==> src/rtl/intr_ctrl.sv <==
// Interrupt controller feeding mips_core's single interrupter input: per-source sync,
// rising-edge pend, mask, fixed lowest-index-first priority, and ack/EOI service handshake.
module intr_ctrl #(
    parameter int               N_SRC       = 4,
    parameter int               SYNC_STAGES = 2,
    parameter logic [N_SRC-1:0] MASK_RST    = {N_SRC{1'b0}}
) (
    input  logic             clk,
    input  logic             rst,
    input  logic [N_SRC-1:0] irq_src,
    input  logic             intr_ack,
    input  logic             bus_ren,
    input  logic             bus_wen,
    input  logic [4:0]       bus_addr,
    input  logic [31:0]      bus_din,
    output logic [31:0]      bus_dout,
    output logic             intr_out,
    output logic             busy
);

    typedef enum logic [1:0] {
        ST_IDLE    = 2'd0,
        ST_REQ     = 2'd1,
        ST_SERVICE = 2'd2
    } state_t;

    localparam logic [2:0] REG_STATUS = 3'd0;
    localparam logic [2:0] REG_MASK   = 3'd1;
    localparam logic [2:0] REG_CLEAR  = 3'd2;
    localparam logic [2:0] REG_CAUSE  = 3'd3;
    localparam logic [2:0] REG_EOI    = 3'd4;

    // Lowest-index set bit wins; scanning downward lets the lowest index overwrite last.
    function automatic logic [7:0] first_set(input logic [N_SRC-1:0] vec);
        logic [7:0] id;
        id = 8'd0;
        for (int i = N_SRC - 1; i >= 0; i--) begin
            if (vec[i]) begin
                id = 8'(i);
            end else begin
                id = id;
            end
        end
        return id;
    endfunction

    logic [N_SRC-1:0] sync_r [SYNC_STAGES];
    logic [N_SRC-1:0] prev_r;
    logic [N_SRC-1:0] pending_r;
    logic [N_SRC-1:0] mask_r;
    logic             cause_valid_r;
    logic [7:0]       cause_id_r;
    state_t           state_r;
    logic             intr_out_r;
    logic             busy_r;

    logic [N_SRC-1:0] sync_last_s;
    logic [N_SRC-1:0] rise_s;
    logic [N_SRC-1:0] clr_wr_s;
    logic [N_SRC-1:0] ack_clr_s;
    logic [N_SRC-1:0] pending_d_s;
    logic [N_SRC-1:0] mask_d_s;
    logic             wr_mask_s;
    logic             wr_clr_s;
    logic             wr_eoi_s;
    logic             req_s;
    logic             req_next_s;
    logic             ack_take_s;
    logic             eoi_take_s;
    logic [7:0]       id_s;
    state_t           state_s;
    logic [31:0]      rd_data_s;
    logic             unused_s;

    assign unused_s = ^{bus_addr[1:0], bus_din};

    assign wr_mask_s   = bus_wen && (bus_addr[4:2] == REG_MASK);
    assign wr_clr_s    = bus_wen && (bus_addr[4:2] == REG_CLEAR);
    assign wr_eoi_s    = bus_wen && (bus_addr[4:2] == REG_EOI);
    assign sync_last_s = sync_r[SYNC_STAGES-1];
    assign rise_s      = sync_last_s & ~prev_r;
    assign req_s       = |(pending_r & mask_r);
    assign id_s        = first_set(pending_r & mask_r);
    assign ack_take_s  = (state_r == ST_REQ) && intr_ack && req_s;
    assign eoi_take_s  = (state_r == ST_SERVICE) && wr_eoi_s;

    // Next pending/mask values: new edges win over CLEAR and ack clears of the same bit.
    always_comb begin
        clr_wr_s  = {N_SRC{1'b0}};
        ack_clr_s = {N_SRC{1'b0}};
        if (wr_clr_s) begin
            clr_wr_s = bus_din[N_SRC-1:0];
        end else begin
            clr_wr_s = {N_SRC{1'b0}};
        end
        for (int i = 0; i < N_SRC; i++) begin
            ack_clr_s[i] = ack_take_s && (id_s == 8'(i));
        end
        pending_d_s = (pending_r & ~(clr_wr_s | ack_clr_s)) | rise_s;
        mask_d_s    = wr_mask_s ? bus_din[N_SRC-1:0] : mask_r;
        req_next_s  = |(pending_d_s & mask_d_s);
    end

    // Service FSM next state; a request dropped by CLEAR/MASK leaves REQ without waiting a cycle.
    always_comb begin
        state_s = state_r;
        case (state_r)
            ST_IDLE: begin
                if (req_s) state_s = ST_REQ;
                else       state_s = ST_IDLE;
            end
            ST_REQ: begin
                if (ack_take_s)       state_s = ST_SERVICE;
                else if (!req_next_s) state_s = ST_IDLE;
                else                  state_s = ST_REQ;
            end
            ST_SERVICE: begin
                if (eoi_take_s) state_s = ST_IDLE;
                else            state_s = ST_SERVICE;
            end
            default: state_s = ST_IDLE;
        endcase
    end

    // Register read mux; unmapped and write-only addresses read zero.
    always_comb begin
        rd_data_s = 32'd0;
        if (bus_ren) begin
            case (bus_addr[4:2])
                REG_STATUS: rd_data_s = 32'(pending_r);
                REG_MASK:   rd_data_s = 32'(mask_r);
                REG_CAUSE:  rd_data_s = {cause_valid_r, 23'd0, cause_id_r};
                default:    rd_data_s = 32'd0;
            endcase
        end else begin
            rd_data_s = 32'd0;
        end
    end

    // Source synchronisers and edge-history flops.
    always_ff @(posedge clk) begin
        if (rst) begin
            for (int s = 0; s < SYNC_STAGES; s++) sync_r[s] <= {N_SRC{1'b0}};
            prev_r <= {N_SRC{1'b0}};
        end else begin
            sync_r[0] <= irq_src;
            for (int s = 1; s < SYNC_STAGES; s++) sync_r[s] <= sync_r[s-1];
            prev_r <= sync_last_s;
        end
    end

    // Pending/mask/cause state, FSM register and registered core-facing outputs.
    always_ff @(posedge clk) begin
        if (rst) begin
            pending_r     <= {N_SRC{1'b0}};
            mask_r        <= MASK_RST;
            cause_valid_r <= 1'b0;
            cause_id_r    <= 8'd0;
            state_r       <= ST_IDLE;
            intr_out_r    <= 1'b0;
            busy_r        <= 1'b0;
        end else begin
            pending_r  <= pending_d_s;
            mask_r     <= mask_d_s;
            state_r    <= state_s;
            intr_out_r <= (state_s == ST_REQ);
            busy_r     <= (state_s == ST_SERVICE);
            if (ack_take_s) begin
                cause_valid_r <= 1'b1;
                cause_id_r    <= id_s;
            end else if (eoi_take_s) begin
                cause_valid_r <= 1'b0;
            end
        end
    end

    assign bus_dout = rd_data_s;
    assign intr_out = intr_out_r;
    assign busy     = busy_r;

endmodule

==> config.mk <==
export PLATFORM = sky130hd
export DESIGN_NAME = intr_ctrl
export DESIGN_NICKNAME = d
export VERILOG_FILES = /design/src/rtl/intr_ctrl.sv
export SDC_FILE = /design/constraint.sdc
export NUM_CORES = 1
export LEC_CHECK = 0
export BUFFER_PORTS_ARGS = -buffer_cell sky130_fd_sc_hd__buf_2
export CORE_UTILIZATION = 43
export CTS_BUF_LIST = sky130_fd_sc_hd__clkbuf_16
export DETAILED_ROUTE_END_ITERATION = 6
export PLACE_DENSITY = 0.79
export SLEW_MARGIN = 25
export SYNTH_ARGS = -nofsm -noshare
export SYNTH_HDL_FRONTEND = slang
export SYNTH_SLANG_ARGS = --single-unit
==> constraint.sdc <==
create_clock -name clk -period 1.7 [get_ports clk]
set_input_delay 0.17 -clock clk [delete_from_list [all_inputs] [get_ports clk]]
set_output_delay 0.17 -clock clk [all_outputs]
set_load 0.05 [all_outputs]
==> metrics.yaml, run 1 <==
outcome: "complete, no violations"
hold_viol_final: 0
period_needed_ns: 1.56
cp-start-kind: "flip-flop"
antenna_cells: 0
syn_area_um2: 1350
min_to: "sync_r[0][3]"
cts_hold_buf: 0
crit_fanout: 7
ios: 80
slowest_delay_ns: 0.42
min_path_type: "primary input to flip-flop"
p_leak_uw: 0.000630
clock_latency_ns: 0.26
slew_viol_final: 0
dpl_cell_area_um2: 1400
slowest_stage: "dfxtp_1"
cts.htree.levels: 1
post_drt_via_cell_ratio: 4.67
yosys_warnings: 0
ctsResizeCount: 0
synth.distinct_cells: 31
worstPathRequired_ns: 1.85
antenna_found_initial: 0
critical_path.top_delay_family: "compound AO/OA/AOI/OAI gates"
fin_nets: 216
finalClockSkew_ns: 0.00496
hold_depth: 2
layout.cells.non_filler: 211
num_rows: 19
worstPathArrival_ns: 1.71
final_cell_mix: "conb_1 (27), dfxtp_1 (27), buf_2 (22)"
grt_max_degree: 27
finalCritPeriodShare_pct: 91.9
clockBufferDepth: 2
vias: 986
wl_per_cell_um: 10.4
grt_pass1_wl_um: 3370
crit_chain: "and3b_1, a32oi_1, a21oi_1, o22ai_1, o41a_1"
clock.fmax_mhz: 640
reg2reg_depth: 5
path_class: "flip-flop to flip-flop"
layout_setup_ws_ns: 0.137
p_per_area_nw_per_um2: 946
grt_usage_pct: 12.9
routed_wl_um: 2190
grt_pass1_vias: 830
gr-total-overflow: 0
detailed_place_hpwl_um: 1670
cts_made_buffers: 3
die-area_um2: 3370
syn_avg_cell_area_um2: 9.33
rsz0062_at_grt: "no"
synth_cells: 145
place_inst: 207
place_ws_ns: 0.0586
start_util_pct: 47.0
rrSetupSlack_ns: 0.14
cts_tree: "done"
cts_root_buf: "clkbuf_16"
cap_viol_max_count: 0
endpoint_kind: "flip-flop"
peakVddDrop_mv: 0.428
reg2reg_to: "state_r[0]"
drt-initial-drc-count: 18
clkSlewWorstSetupHoldPaths_ns: 0.07
critical_path_buf_inv_count: 0
dieHeight_um: 58.1
ant_nets: 0
core_region_area_um2: 2880
min_from: "irq_src[3]"
gp_congestion: 0.787
dr.pass1.iters: 4
io_buffers: 22
fill_cells: 279
drive_gt1_share_pct: 21.3
areaGrowthSynthToFinish_pct: 9.53
postCtsSetupRepairBufs: 0
rr_startpoint: "state_r[0]"
fin_setup_tns_ns: 0
seq_area_frac_synth_pct: 40.0
synth_seq_cells: 27
cts_sinks: 27
die_w_um: 58.1
remaining_drc_errors: 0
fin_area_um2: 1480
finalSetupViolCount: 0
worst max path at each step:
| stage | slack [ns] | cells after the start | endpoint | start |
|---|---|---|---|---|
| 6_report | 0.14 | 5 | state_r[0] | state_r[0] |
| 5_1_grt | 0.02 | 5 | state_r[0] | state_r[0] |
| 4_1_cts | 0.13 | 5 | state_r[0] | state_r[0] |
| 3_5_place_dp | 0.06 | 5 | state_r[0] | bus_addr[3] |
| 3_3_place_gp | 0.06 | 5 | intr_out | bus_addr[3] |
| 2_1_floorplan | 0.02 | 2 | bus_dout[2] | mask_r[2] |
final cells by class:
type                    instances  area [µm²]  area share [%]
clock buffers                   3        75.1            5.07
repair buffers                 26         140            9.46
flip-flops and latches         27         541            36.5
inverters                       1        3.75           0.253
well taps                      42        52.6            3.55
clock inverters                 1        3.75           0.253
multi-input cells             111         666            44.9
through the flow:
stage	util, %	total power [µW]	hold WS, ns
6_report	51.5	1400	0.117
5_1_grt	51.5	1450	0.128
4_1_cts	51.5	1410	0.118
3_5_place_dp	48.8	895	0.386
3_3_place_gp	48.8	893	0.378
2_1_floorplan	-	912	0.242
synthesized netlist by cell type:
| library cell | instances | area [µm²] |
|---|---|---|
| a22oi_1 | 3 | 22.5 |
| and3b_1 | 1 | 8.76 |
| inv_1 | 1 | 3.75 |
| a311oi_1 | 4 | 35.0 |
| o21ai_0 | 1 | 5.00 |
| nand3_1 | 4 | 20.0 |
| clkbuf_1 | 2 | 7.51 |
| nor2b_1 | 14 | 87.6 |
| a221oi_1 | 2 | 17.5 |
| or2_1 | 1 | 6.26 |
| nor3_2 | 1 | 10.0 |
| o41a_1 | 2 | 22.5 |
| a21oi_1 | 7 | 35.0 |
| buf_6 | 2 | 22.5 |
| buf_4 | 28 | 210 |
| and4bb_2 | 1 | 12.5 |
| a32oi_1 | 1 | 8.76 |
| conb_1 | 1 | 3.75 |
| a22o_1 | 2 | 17.5 |
| or2b_2 | 3 | 26.3 |
| nor2_1 | 10 | 37.5 |
| nor3_1 | 3 | 15.0 |
| dfxtp_1 | 27 | 541 |
| a211oi_1 | 1 | 7.51 |
| and4bb_1 | 1 | 12.5 |
| nand2_1 | 8 | 30.0 |
| mux2_2 | 2 | 22.5 |
| mux2i_1 | 7 | 70.1 |
| o22ai_1 | 1 | 6.26 |
| or3b_1 | 1 | 8.76 |
| nand2b_1 | 3 | 18.8 |
kinds of logic after synthesis:
| group | after synthesis | synth area share (%) |
|---|---|---|
| AO/OA/AOI/OAI | 24 | 13.1 |
| buffers and inverters | 33 | 18.0 |
| flip-flops | 27 | 40.0 |
| multiplexers | 9 | 6.85 |
| other | 1 | 0.277 |
| AND/OR/NAND/NOR | 51 | 21.7 |
sequential cells by signal (all words and copies together) (netlist names):
name / flops
sync_r: 8
busy: 1
intr_out: 1
state_r: 2
mask_r: 4
cause_id_r: 2
prev_r: 4
pending_r: 4
cause_valid_r: 1
power breakdown:
part / internal (µW) / switching, µW / leakage [µW]
combinational: 42.1 / 177 / 0.000367
sequential: 652 / 11.3 / 0.000220
clock: 315 / 205 / 0.0000423
routing by layer:
layer,routed length [µm],track usage (%),up-vias
met2,980,21.5,39
met5,0,0,-
li1,-,-,500
met4,30,5.10,0
met1,1060,16.4,442
met3,123,2.46,5
Note: power is estimated with default switching activity, not from simulation.
==> run 2: changes to the inputs <==
--- a/config.mk
+++ b/config.mk
@@ -6,10 +6,12 @@
 export NUM_CORES = 1
 export LEC_CHECK = 0
 export BUFFER_PORTS_ARGS = -buffer_cell sky130_fd_sc_hd__buf_2
-export CORE_UTILIZATION = 43
+export CELL_PAD_IN_SITES_DETAIL_PLACEMENT = 1
+export CELL_PAD_IN_SITES_GLOBAL_PLACEMENT = 1
+export CORE_UTILIZATION = 30
 export CTS_BUF_LIST = sky130_fd_sc_hd__clkbuf_16
 export DETAILED_ROUTE_END_ITERATION = 6
-export PLACE_DENSITY = 0.79
+export PLACE_DENSITY_LB_ADDON = 0.1
 export SLEW_MARGIN = 25
 export SYNTH_ARGS = -nofsm -noshare
 export SYNTH_HDL_FRONTEND = slang
==> run 2 against run 1 <==
Fmax is 1.6% higher. Sequential power hardly changed. Critical path depth stayed put. Sequential share of layout area is 0.59 points lower. Total power is 0.93% higher. Final area is 2.1% higher. Largest power group unchanged. Highest routed layer unchanged. Die area is 42% higher. Final cell count is 5.7% higher. Clock skew is 0.0022 ns higher.
==> metrics.yaml, run 2 (synthesis gave the netlist of run 1 again) <==
finalSetupViolCount: 0
ant_nets: 0
worstPathArrival_ns: 1.68
start_util_pct: 31.1
peakVddDrop_mv: 0.366
vias: 1000
gr-total-overflow: 0
clkSlewWorstSetupHoldPaths_ns: 0.07
fill_cells: 523
period_needed_ns: 1.54
dr.pass1.iters: 4
die_w_um: 69.1
antenna_found_initial: 0
dpl_cell_area_um2: 1430
min_path_type: "primary input to flip-flop"
cp-start-kind: "flip-flop"
finalCritPeriodShare_pct: 90.5
grt_pass1_vias: 1006
final_common_cell: "conb_1"
largest_reg_flops: 8
cts_sinks: 27
cts_root_buf: "clkbuf_16"
endpoint_kind: "flip-flop"
cts.htree.levels: 1
num_rows: 24
p_leak_uw: 0.000642
rrSetupSlack_ns: 0.16
antenna_cells: 0
cts_hold_buf: 0
reg2reg_depth: 5
cts_made_buffers: 3
post_drt_via_cell_ratio: 4.48
cts_tree: "done"
core_region_area_um2: 4350
clockBufferDepth: 2
clock_latency_ns: 0.26
max_flop_register: "sync_r"
p_sw_share_pct: 28.4
drt-initial-drc-count: 25
worstPathRequired_ns: 1.85
outcome: "complete, no violations"
fin_area_um2: 1510
postCtsSetupRepairBufs: 0
final_cell_mix: "conb_1 (27), dfxtp_1 (25), buf_2 (22)"
fin_nets: 218
drive_gt1_share_pct: 24.0
areaGrowthSynthToFinish_pct: 11.8
remaining_drc_errors: 0
ios: 80
clock.fmax_mhz: 650
path_class: "flip-flop to flip-flop"
routed_wl_um: 2720
combPwrFrac_pct: 15.7
crit_fanout: 7
power_switching_uw: 402
die-area_um2: 4780
gp_congestion: 0.751
wl_per_cell_um: 12.2
fin_setup_tns_ns: 0
grt_max_degree: 27
rsz0062_at_grt: "no"
ctsResizeCount: 0
hold_viol_final: 0
cap_viol_max_count: 0
hold_depth: 2
grt_pass1_wl_um: 4510
finalClockSkew_ns: 0.00715
io_buffers: 22
power.internal_uw: 1010
dieHeight_um: 69.1
p_per_area_nw_per_um2: 935
power_frac_seq_pct: 46.9
detailed_place_hpwl_um: 2150
grt_usage_pct: 11.8
clkPwrFrac_pct: 37.4
slew_viol_final: 0
==> run 2: cell count changes in the layout (fill, tap and decap cells not counted), sizes merged <==
cell / before / now
inv: 2 / 1
buf: 26 / 28
clkinv: 0 / 1
==> run 2: final timing paths <==
kind / start / endpoint
setup reg to reg: state_r[0] / intr_out
setup / recovery: state_r[0] / intr_out
hold / removal: irq_src[2] / sync_r[0][2]
hold reg to reg: sync_r[0][1] / sync_r[0][5]
==> run 2: critical path: stages, from the launching register on <==
cell and delay (ns):
dfxtp_2 0.39, and3b_1 0.22, a32oi_1 0.12, a21oi_1 0.22, o22ai_1 0.15, o41a_1 0.33
==> run 2: layout make-up <==
type	instances	area [µm²]	share of cell area, %
clock buffer	3	75.1	4.96
clock inverter	1	5.00	0.331
inverter	1	3.75	0.248
multi-input combinational	111	666	44.0
sequential	27	543	35.9
tap	52	65.1	4.30
timing repair buffer	28	155	10.3
==> run 2: per-stage QoR <==
step	util [%]	hold WS [ns]	power (µW)	setup WS (ns)	instances
after floorplan	-	0.242	912	0.0207	171
after global placement	32.8	0.381	897	0.0739	219
after detailed placement	32.8	0.385	901	0.0461	219
after CTS	34.7	0.114	1440	0.0744	223
after global routing	34.7	0.126	1480	0.0201	223
final	34.7	0.116	1410	0.162	223
==> run 2: layer usage <==
metal	share of wire [%]	routed length [µm]	vias to the layer above	global-route usage, %
met5	0	0	-	0
met4	1.5	40	0	4.08
met3	4.7	127	4	2.78
met2	49	1330	28	21.0
met1	45	1230	464	13.8
li1	-	-	504	-
==> run 2: power groups by stage <==
stage          registers (µW)  logic (µW)  clock network [µW]
2_1_floorplan             675         237                   0
3_5_place_dp              677         223                   0
3_3_place_gp              677         220                   0
4_1_cts                   663         224                 551
5_1_grt                   666         237                 582
6_report                  663         223                 529
